==> src/rtl/snake_screen_arbiter_if.sv <==
// Pixel and control bus between the snake engine side and the screen arbiter.
// The arbiter takes the slave view; the engine/testbench drives the master view.
interface snake_screen_arbiter_if;
  logic [7:0] snake_x;
  logic [6:0] snake_y;
  logic [2:0] snake_colour;
  logic       snake_plot;
  logic       is_dead;
  logic       start;
  logic [7:0] vga_x;
  logic [6:0] vga_y;
  logic [2:0] vga_colour;
  logic       vga_plot;
  logic       snake_hold_n;
  logic [2:0] state_out;

  modport master (
    output snake_x, snake_y, snake_colour, snake_plot, is_dead, start,
    input  vga_x, vga_y, vga_colour, vga_plot, snake_hold_n, state_out
  );

  modport slave (
    input  snake_x, snake_y, snake_colour, snake_plot, is_dead, start,
    output vga_x, vga_y, vga_colour, vga_plot, snake_hold_n, state_out
  );
endinterface

==> src/rtl/snake_screen_arbiter.sv <==
// Owns the VGA pixel bus: clears the screen, forwards engine pixels during play,
// and floods the screen on death; holds the engine in reset when it must not draw.
module snake_screen_arbiter #(
  parameter int unsigned WIDTH        = 160,
  parameter int unsigned HEIGHT       = 120,
  parameter logic [2:0]  CLEAR_COLOUR = 3'b000,
  parameter logic [2:0]  DEAD_COLOUR  = 3'b100,
  parameter logic [31:0] DEAD_DELAY   = 32'd50_000_000
) (
  input  logic                 clk,
  input  logic                 reset_n,
  snake_screen_arbiter_if.slave bus
);

  typedef enum logic [2:0] {
    CLEAR     = 3'd0,
    PLAY      = 3'd1,
    DEAD_WAIT = 3'd2,
    DEAD_FILL = 3'd3,
    GAME_OVER = 3'd4
  } state_e;

  localparam logic [7:0]  X_LAST   = 8'(WIDTH - 1);
  localparam logic [6:0]  Y_LAST   = 7'(HEIGHT - 1);
  localparam logic [31:0] DLY_LOAD = DEAD_DELAY - 32'd1;

  state_e      state_q, state_d;
  logic [7:0]  x_q, x_d;
  logic [6:0]  y_q, y_d;
  logic [31:0] dly_q, dly_d;
  logic [7:0]  vx_q, vx_d;
  logic [6:0]  vy_q, vy_d;
  logic [2:0]  vc_q, vc_d;
  logic        plot_q, plot_d;
  logic        hold_q, hold_d;

  logic x_wrap;
  logic sweep_last;

  assign x_wrap     = (x_q == X_LAST);
  assign sweep_last = x_wrap && (y_q == Y_LAST);

  always_comb begin
    state_d = state_q;
    x_d     = x_q;
    y_d     = y_q;
    dly_d   = dly_q;
    vx_d    = vx_q;
    vy_d    = vy_q;
    vc_d    = vc_q;
    plot_d  = 1'b0;
    hold_d  = 1'b0;
    case (state_q)
      CLEAR, DEAD_FILL: begin
        // Both sweeps share the raster walk; only colour and exit state differ.
        vx_d   = x_q;
        vy_d   = y_q;
        vc_d   = (state_q == CLEAR) ? CLEAR_COLOUR : DEAD_COLOUR;
        plot_d = 1'b1;
        if (x_wrap) begin
          x_d = 8'd0;
          y_d = sweep_last ? 7'd0 : y_q + 7'd1;
        end else begin
          x_d = x_q + 8'd1;
        end
        if (sweep_last) begin
          state_d = (state_q == CLEAR) ? PLAY : GAME_OVER;
        end
      end
      PLAY: begin
        vx_d   = bus.snake_x;
        vy_d   = bus.snake_y;
        vc_d   = bus.snake_colour;
        plot_d = bus.snake_plot;
        hold_d = 1'b1;
        // The pixel arriving alongside the death flag is still forwarded.
        if (bus.is_dead) begin
          state_d = DEAD_WAIT;
          dly_d   = DLY_LOAD;
          hold_d  = 1'b0;
        end
      end
      DEAD_WAIT: begin
        if (dly_q == 32'd0) begin
          state_d = DEAD_FILL;
        end else begin
          dly_d = dly_q - 32'd1;
        end
      end
      GAME_OVER: begin
        if (bus.start) begin
          state_d = CLEAR;
        end
      end
      default: state_d = CLEAR;
    endcase
  end

  always_ff @(posedge clk) begin
    if (!reset_n) begin
      state_q <= CLEAR;
      x_q     <= 8'd0;
      y_q     <= 7'd0;
      dly_q   <= 32'd0;
      vx_q    <= 8'd0;
      vy_q    <= 7'd0;
      vc_q    <= 3'd0;
      plot_q  <= 1'b0;
      hold_q  <= 1'b0;
    end else begin
      state_q <= state_d;
      x_q     <= x_d;
      y_q     <= y_d;
      dly_q   <= dly_d;
      vx_q    <= vx_d;
      vy_q    <= vy_d;
      vc_q    <= vc_d;
      plot_q  <= plot_d;
      hold_q  <= hold_d;
    end
  end

  assign bus.vga_x        = vx_q;
  assign bus.vga_y        = vy_q;
  assign bus.vga_colour   = vc_q;
  assign bus.vga_plot     = plot_q;
  assign bus.snake_hold_n = hold_q;
  assign bus.state_out    = state_q;

endmodule
==> src/flat_wrapper.sv <==
// flat-port wrapper written by rule: the top's interface ports become plain ports
module snake_screen_arbiter_flat 
#(
  parameter int unsigned WIDTH        = 160,
  parameter int unsigned HEIGHT       = 120,
  parameter logic [2:0]  CLEAR_COLOUR = 3'b000,
  parameter logic [2:0]  DEAD_COLOUR  = 3'b100,
  parameter logic [31:0] DEAD_DELAY   = 32'd50_000_000
)
  (clk, reset_n, bus_snake_x, bus_snake_y, bus_snake_colour, bus_snake_plot, bus_is_dead, bus_start, bus_vga_x, bus_vga_y, bus_vga_colour, bus_vga_plot, bus_snake_hold_n, bus_state_out);
  snake_screen_arbiter_if bus_i ();
  input  logic clk;
  input  logic reset_n;
  input wire logic [$bits(bus_i.snake_x)-1:0] bus_snake_x;
  input wire logic [$bits(bus_i.snake_y)-1:0] bus_snake_y;
  input wire logic [$bits(bus_i.snake_colour)-1:0] bus_snake_colour;
  input wire logic [$bits(bus_i.snake_plot)-1:0] bus_snake_plot;
  input wire logic [$bits(bus_i.is_dead)-1:0] bus_is_dead;
  input wire logic [$bits(bus_i.start)-1:0] bus_start;
  output wire logic [$bits(bus_i.vga_x)-1:0] bus_vga_x;
  output wire logic [$bits(bus_i.vga_y)-1:0] bus_vga_y;
  output wire logic [$bits(bus_i.vga_colour)-1:0] bus_vga_colour;
  output wire logic [$bits(bus_i.vga_plot)-1:0] bus_vga_plot;
  output wire logic [$bits(bus_i.snake_hold_n)-1:0] bus_snake_hold_n;
  output wire logic [$bits(bus_i.state_out)-1:0] bus_state_out;
  assign bus_i.snake_x = bus_snake_x;
  assign bus_i.snake_y = bus_snake_y;
  assign bus_i.snake_colour = bus_snake_colour;
  assign bus_i.snake_plot = bus_snake_plot;
  assign bus_i.is_dead = bus_is_dead;
  assign bus_i.start = bus_start;
  assign bus_vga_x = bus_i.vga_x;
  assign bus_vga_y = bus_i.vga_y;
  assign bus_vga_colour = bus_i.vga_colour;
  assign bus_vga_plot = bus_i.vga_plot;
  assign bus_snake_hold_n = bus_i.snake_hold_n;
  assign bus_state_out = bus_i.state_out;
  snake_screen_arbiter #(.WIDTH(WIDTH), .HEIGHT(HEIGHT), .CLEAR_COLOUR(CLEAR_COLOUR), .DEAD_COLOUR(DEAD_COLOUR), .DEAD_DELAY(DEAD_DELAY)) u_core (.clk(clk), .reset_n(reset_n), .bus(bus_i));
endmodule
==> config.mk <==
export PLATFORM = sky130hd
export DESIGN_NAME = snake_screen_arbiter_flat
export DESIGN_NICKNAME = d
export VERILOG_FILES = /design/src/rtl/snake_screen_arbiter_if.sv /design/src/rtl/snake_screen_arbiter.sv /design/src/flat_wrapper.sv
export SDC_FILE = /design/constraint.sdc
export NUM_CORES = 1
export LEC_CHECK = 0
export BUFFER_PORTS_ARGS = -buffer_cell sky130_fd_sc_hd__buf_4
export CORE_AREA = 2 2 86 88
export CTS_CLUSTER_SIZE = 16
export DETAILED_ROUTE_END_ITERATION = 12
export DIE_AREA = 0 0 88 90
export PLACE_DENSITY = 0.74
export SETUP_SLACK_MARGIN = 0.05
export SYNTH_ARGS = -nofsm -noshare
export SYNTH_HDL_FRONTEND = slang
export SYNTH_SLANG_ARGS = --single-unit
==> constraint.sdc <==
create_clock -name clk -period 2.55 [get_ports clk]
set_clock_uncertainty 0.15 [all_clocks]
set_input_delay 0.51 -clock clk [delete_from_list [all_inputs] [get_ports clk]]
set_output_delay 0.51 -clock clk [all_outputs]
set_load 0.1 [all_outputs]
# Yosys cells after proc, flatten, opt, wreduce, memory -nomap -nowiden
# Index checks and enable logic that the tools add are counted.
# Widths: inputs -> output; s select.
op_classes:
  n_eq_ne: 11
  reduce_logical: 10
  n_addsub: 3
  n_mux: 17
op_table:
  columns: ["op", "count"]
  rows:
  - ["$mux 32", 2]
  - ["$pmux 32 s2", 1]
  - ["$logic_not 32->1", 1]
  - ["$sub 32x1->32 const B", 1]
  - ["$mux 3", 6]
  - ["$pmux 8 s2", 1]
  - ["$pmux 7 s2", 1]
  - ["$pmux 3 s4", 1]
  - ["$add 8x1->8 const B", 1]
  - ["$eq 8x8->1 const B", 1]
  - ["$mux 8", 1]
  - ["$add 7x1->7 const B", 1]
  - ["$eq 7x7->1 const B", 1]
  - ["$mux 7", 1]
  - ["$eq 3x2->1 const B", 2]
  - ["$ne 2x2->1 const B", 3]
  - ["$pmux 3 s2", 1]
  - ["$ne 2x1->1 const B", 2]
  - ["$reduce_and 2->1", 2]
  - ["$reduce_and 4->1", 1]
  - ["$reduce_bool 2->1", 2]
  - ["$eq 3x1->1 const B", 1]
  - ["$eq 3x3->1 const B", 1]
  - ["$logic_not 3->1", 1]
  - ["5 further kinds", 5]
word_totals:
  register_bits: 70

# Depth between registers and ports, before layout
logic_depth:
  word_depth: 4
  ltp_mapped: 9

# Worst setup path before layout
# Ideal clock, no wire load.
synth_timing:
  path_type: "register to register"
  start: "register u_core.state_q[1], in the netlist u_core.bus.state_out[1]"
  end: "register u_core.y_q[3]"
  period_less_slack_ns: 3.038
  path_stages_with_launch: 8
  arrival_ns: 2.756
  setup_time_ns: 0.132
  required_ns: 2.268
  setup_slack_ns: -0.488
  path_cell_list: "dfxtp_1 > clkbuf_1 > xor2_1 > or2_1 > clkbuf_1 > or3_1 > o31ai_1 > nor2_1"
synth_via:
  elab_chain_cells: 3
synth_lines:
  columns: ["item", "line_no", "source"]
  rows:
  - ["from (decl)", "snake_screen_arbiter.sv:27", "state_e state_q, state_d;"]
  - ["from (signal assigned)", "snake_screen_arbiter.sv:111", "state_q <= state_d;"]
  - ["$eq 3x2->1 / $logic_not 3->1 (equally long branches)", "snake_screen_arbiter.sv:53", "case (state_q)"]
  - ["$reduce_or 2->1 *", "snake_screen_arbiter.sv:53", null]
  - ["$reduce_and 2->1 (no source line) *", null, null]
  - ["to (signal assigned)", "snake_screen_arbiter.sv:113", "y_q <= y_d;"]
  - ["to (decl)", "snake_screen_arbiter.sv:29", "logic [6:0] y_q, y_d;"]
# Every way passes the cells marked *; elsewhere a longest branch is shown, timed or not.
# A chain may end at the register's enable or synchronous reset.

# Worst setup path after layout
layout_timing:
  start: "register u_core.dly_q[0]"
  end: "register u_core.dly_q[8]"
layout_via:
  elab_chain_cells: 3
layout_lines:
  columns: ["item", "line_no", "source"]
  rows:
  - ["from (decl)", "snake_screen_arbiter.sv:30", "logic [31:0] dly_q, dly_d;"]
  - ["from (signal assigned)", "snake_screen_arbiter.sv:114", "dly_q <= dly_d;"]
  - ["$sub 32x1->32 / $logic_not 32->1 (equally long branches)", "snake_screen_arbiter.sv:87, snake_screen_arbiter.sv:84", null]
  - ["$mux 32 / $ne 2x2->1 (equally long branches)", null, null]
  - ["$pmux 32 s2 / $reduce_and 3->1 (equally long branches)", null, null]
# Parallel ways exist; a longest one is shown, timed or not. The select of a mux whose other input is x is not followed.

==> metrics.md <==
| Metric | Value |
|---|---|
| Drt wl/cell | `16.0 um` |
| IO Port Bufs | `45` |
| Largest cells by area after synthesis | `dfxtp_1 40%, nand2_1 5.7%, nor2_1 5.1%, a311oi_1 4.5%, xor2_1 4.0%` |
| # DRC | `0` |
| Synth top area share | `0.398` |
| Worst skew pair latency | `0.36 ns` |
| Slew HR | `0.572` |
| Crit start category | `flop` |
| Post-route setup slack | `-0.0104 ns` |
| Iteration-0 DRC Markers | `260` |
| Synth unique cells | `60` |
| Worst-path fanout max | `7` |
| Area growth syn-to-layout | `29.2%` |
| Failing checks | `setup timing` |
| CTS hold repair buffers | `0` |
| Final nets | `520` |
| Post-synth ARST share | `0` |
| Worst hold path class | `input pin to flop` |
| RSZ-0062 raised after global routing | `true` |
| Die Y | `roughly 90 um` |
| Gpl congestion | `between 0.8 and 0.9` |
| M1 WL | `4360 um` |
| Final Cell Area | `~4500 um^2` |
| Max Slew Vio Count | `0` |
| Setup crit end kind | `flop` |
| Grt ovf | `0` |
| Synth Instances | `~420` |
| Post-synthesis register bit count | `70` |
| Final setup violation count | `2` |
| Dpl ws | `0.0189 ns` |
| CTS Sinks | `70` |
| GRT Resource Usage Total | `0.248` |
| Netlist Area Pre-Place | `between 3000 and 4000 um^2` |
| Die W | `88 um` |
| Post-route ant nets | `0` |
| Placed cell areas | `approximately 4200 um^2` |
| Prevailing post-synth register cell | `dfxtp_1` |
| Vias in the first global route | `3,318` |
| Post-synth top area cell | `dfxtp_1` |
| Measured slew at the worst slew-check pin | `roughly 0.63 ns` |
| Number of CTS-inserted buffers | `9` |
| Layout cell share with drive strength beyond 1 | `0.269` |
| Drt pass-1 iters | `6` |
| Die ar. | `7920 um^2` |
| Root Buffer | `clkbuf_8` |
| Final HPWL DP | `around 6500 um` |
| Final Cycle Share | `1.00` |
| Fin. Hold Viols | `0` |
| EDFF count, synth | `0` |
| Crit path time final | `2.56 ns` |
| Num rows | `31` |
| Final WL | `around 9600 um` |
| Final Util | `0.647` |
| Register area share after synthesis | `0.398` |
| Htree depth | `3` |
| Fillers | `a little under 600` |
| CP required | `roughly 2.6 ns` |
| Top sig layer | `met4` |
| DR vias | `roughly 3,600` |
| Fmax | `between 300 and 400 MHz` |
| Num ports | `between 40 and 50` |
| Arr. time, crit path | `2.65 ns` |
| Worst Path Class, Setup | `flop to flop` |
| Met3 routed WL | `approximately 650 um` |
| Post-Syn Area per Cell | `~8.3 um^2` |
| Clock-pin slew on the worst setup and hold paths | `~0.080 ns` |
| Routed met2 length | `4350 um` |
| First-pass GRT wire length | `around 16,000 um` |
| Max-cap violations | `0` |
| Clock Path Buffers | `2` |
| Initial antenna violation count | `0` |
| Core footprint | `around 7000 um^2` |
| Largest net degree at the start of global routing | `33` |
| Via density | `roughly 6` |
| Initial Utilization | `0.501` |
| Antenna diodes | `0` |
| CTS tree | `yes` |
| Outcome | `finished, violations left` |
| Post-Syn Nets | `450` |
| Yosys warns | `0` |
Yosys cell counts (all sizes together), types with 4 or more instances:
library cell  instances
nor4                 11
nor2                 48
nand2                53
a31oi                10
inv                   5
xnor2                 5
or4                   6
o21ai                11
o31ai                 7
nor3                 16
a311oi               19
and3                  4
or3                  10
a2111oi               5
or2                   5
a21oi                13
nand3                16
clkbuf               23
buf                   5
mux2i                 5
xor2                 16
dfxtp                70
nand4                 8
o2111ai               5
worst paths after layout:
kind | endpoint | startpoint | slack (ns) | cells after the start
setup / recovery | u_core.dly_q[8] | u_core.dly_q[0] | -0.01 | 7
hold / removal | u_core.bus.snake_hold_n | bus_is_dead | 0.24 | 2
setup reg to reg | u_core.dly_q[8] | u_core.dly_q[0] | -0.01 | 7
hold reg to reg | u_core.bus.vga_colour[0] | u_core.bus.vga_colour[0] | 0.32 | 2
through the flow:
step / TNS, ns / hold slack (ns) / cells
2_1_floorplan: -0.0594 / 0.292 / 424
3_3_place_gp: 0 / 0.308 / 575
3_5_place_dp: 0 / 0.312 / 575
4_1_cts: 0 / 0.219 / 591
5_1_grt: -0.869 / 0.243 / 598
6_report: -0.0184 / 0.241 / 598
repair_timing:
item	CTS	global route
buffers inserted	0	7
pin swaps	0	4
endpoints found under the setup margin	14	22
gates resized for setup	2	13
layout by cell type, fill, tap and decap left out, drive strengths merged, types with 7 or more instances in the layout:
cell type,count
dfxtp,70
nor2,48
o21ai,11
inv,8
o31ai,7
a31oi,10
nand2,53
xor2,16
nor4,11
nor3,16
buf,87
or3,10
a311oi,19
nand3,16
a21oi,13
nand4,8
clkbuf,9
kinds of logic (layout without fill, tap and decap cells):
kind of cell	count (synthesis)	after routing	share of synthesized area
adders and majority gates	3	3	0.0107
and+or+nand+nor	196	196	0.277
xor gates and xnor gates	21	21	0.0523
muxes	6	6	0.0174
buffers and inverters	33	108	0.0380
DFF	70	70	0.398
AOI/OAI and AO/OA	95	95	0.206
critical path: stages (launching register included):
cell and delay [ns]:
dfxtp_2 0.33, inv_2 0.06, ha_4 0.14, or4b_4 0.46, or4_4 0.49, o31ai_4 0.34
a2111oi_1 0.14, mux2_1 0.33
flip-flops by register name, indices dropped and copies added (netlist names):
name / flops
u_core.x_q: 8
u_core.bus.vga_colour: 3
u_core.bus.vga_x: 8
u_core.bus.vga_plot: 1
u_core.bus.vga_y: 7
u_core.dly_q: 32
u_core.y_q: 7
u_core.bus.state_out: 3
u_core.bus.snake_hold_n: 1
area by class of cell:
type	instances	area, um^2	area share
Tap cell	99	124	0.0273
Clock buffer	9	124	0.0273
Timing Repair Buffer	87	673	0.148
Multi-Input combinational cell	321	2090	0.460
Sequential cell	70	1410	0.310
Inverter	5	18.8	0.00413
Clock inverter	7	104	0.0228
metal layers:
metal	vias to the layer above	global-route usage
met3	23	0.0468
met4	0	0.0936
li1	1739	-
met2	146	0.364
met5	-	0
met1	1689	0.358
Power is not shown: default switching activity piles up to over one toggle a cycle in this logic, so the estimate is an artifact.
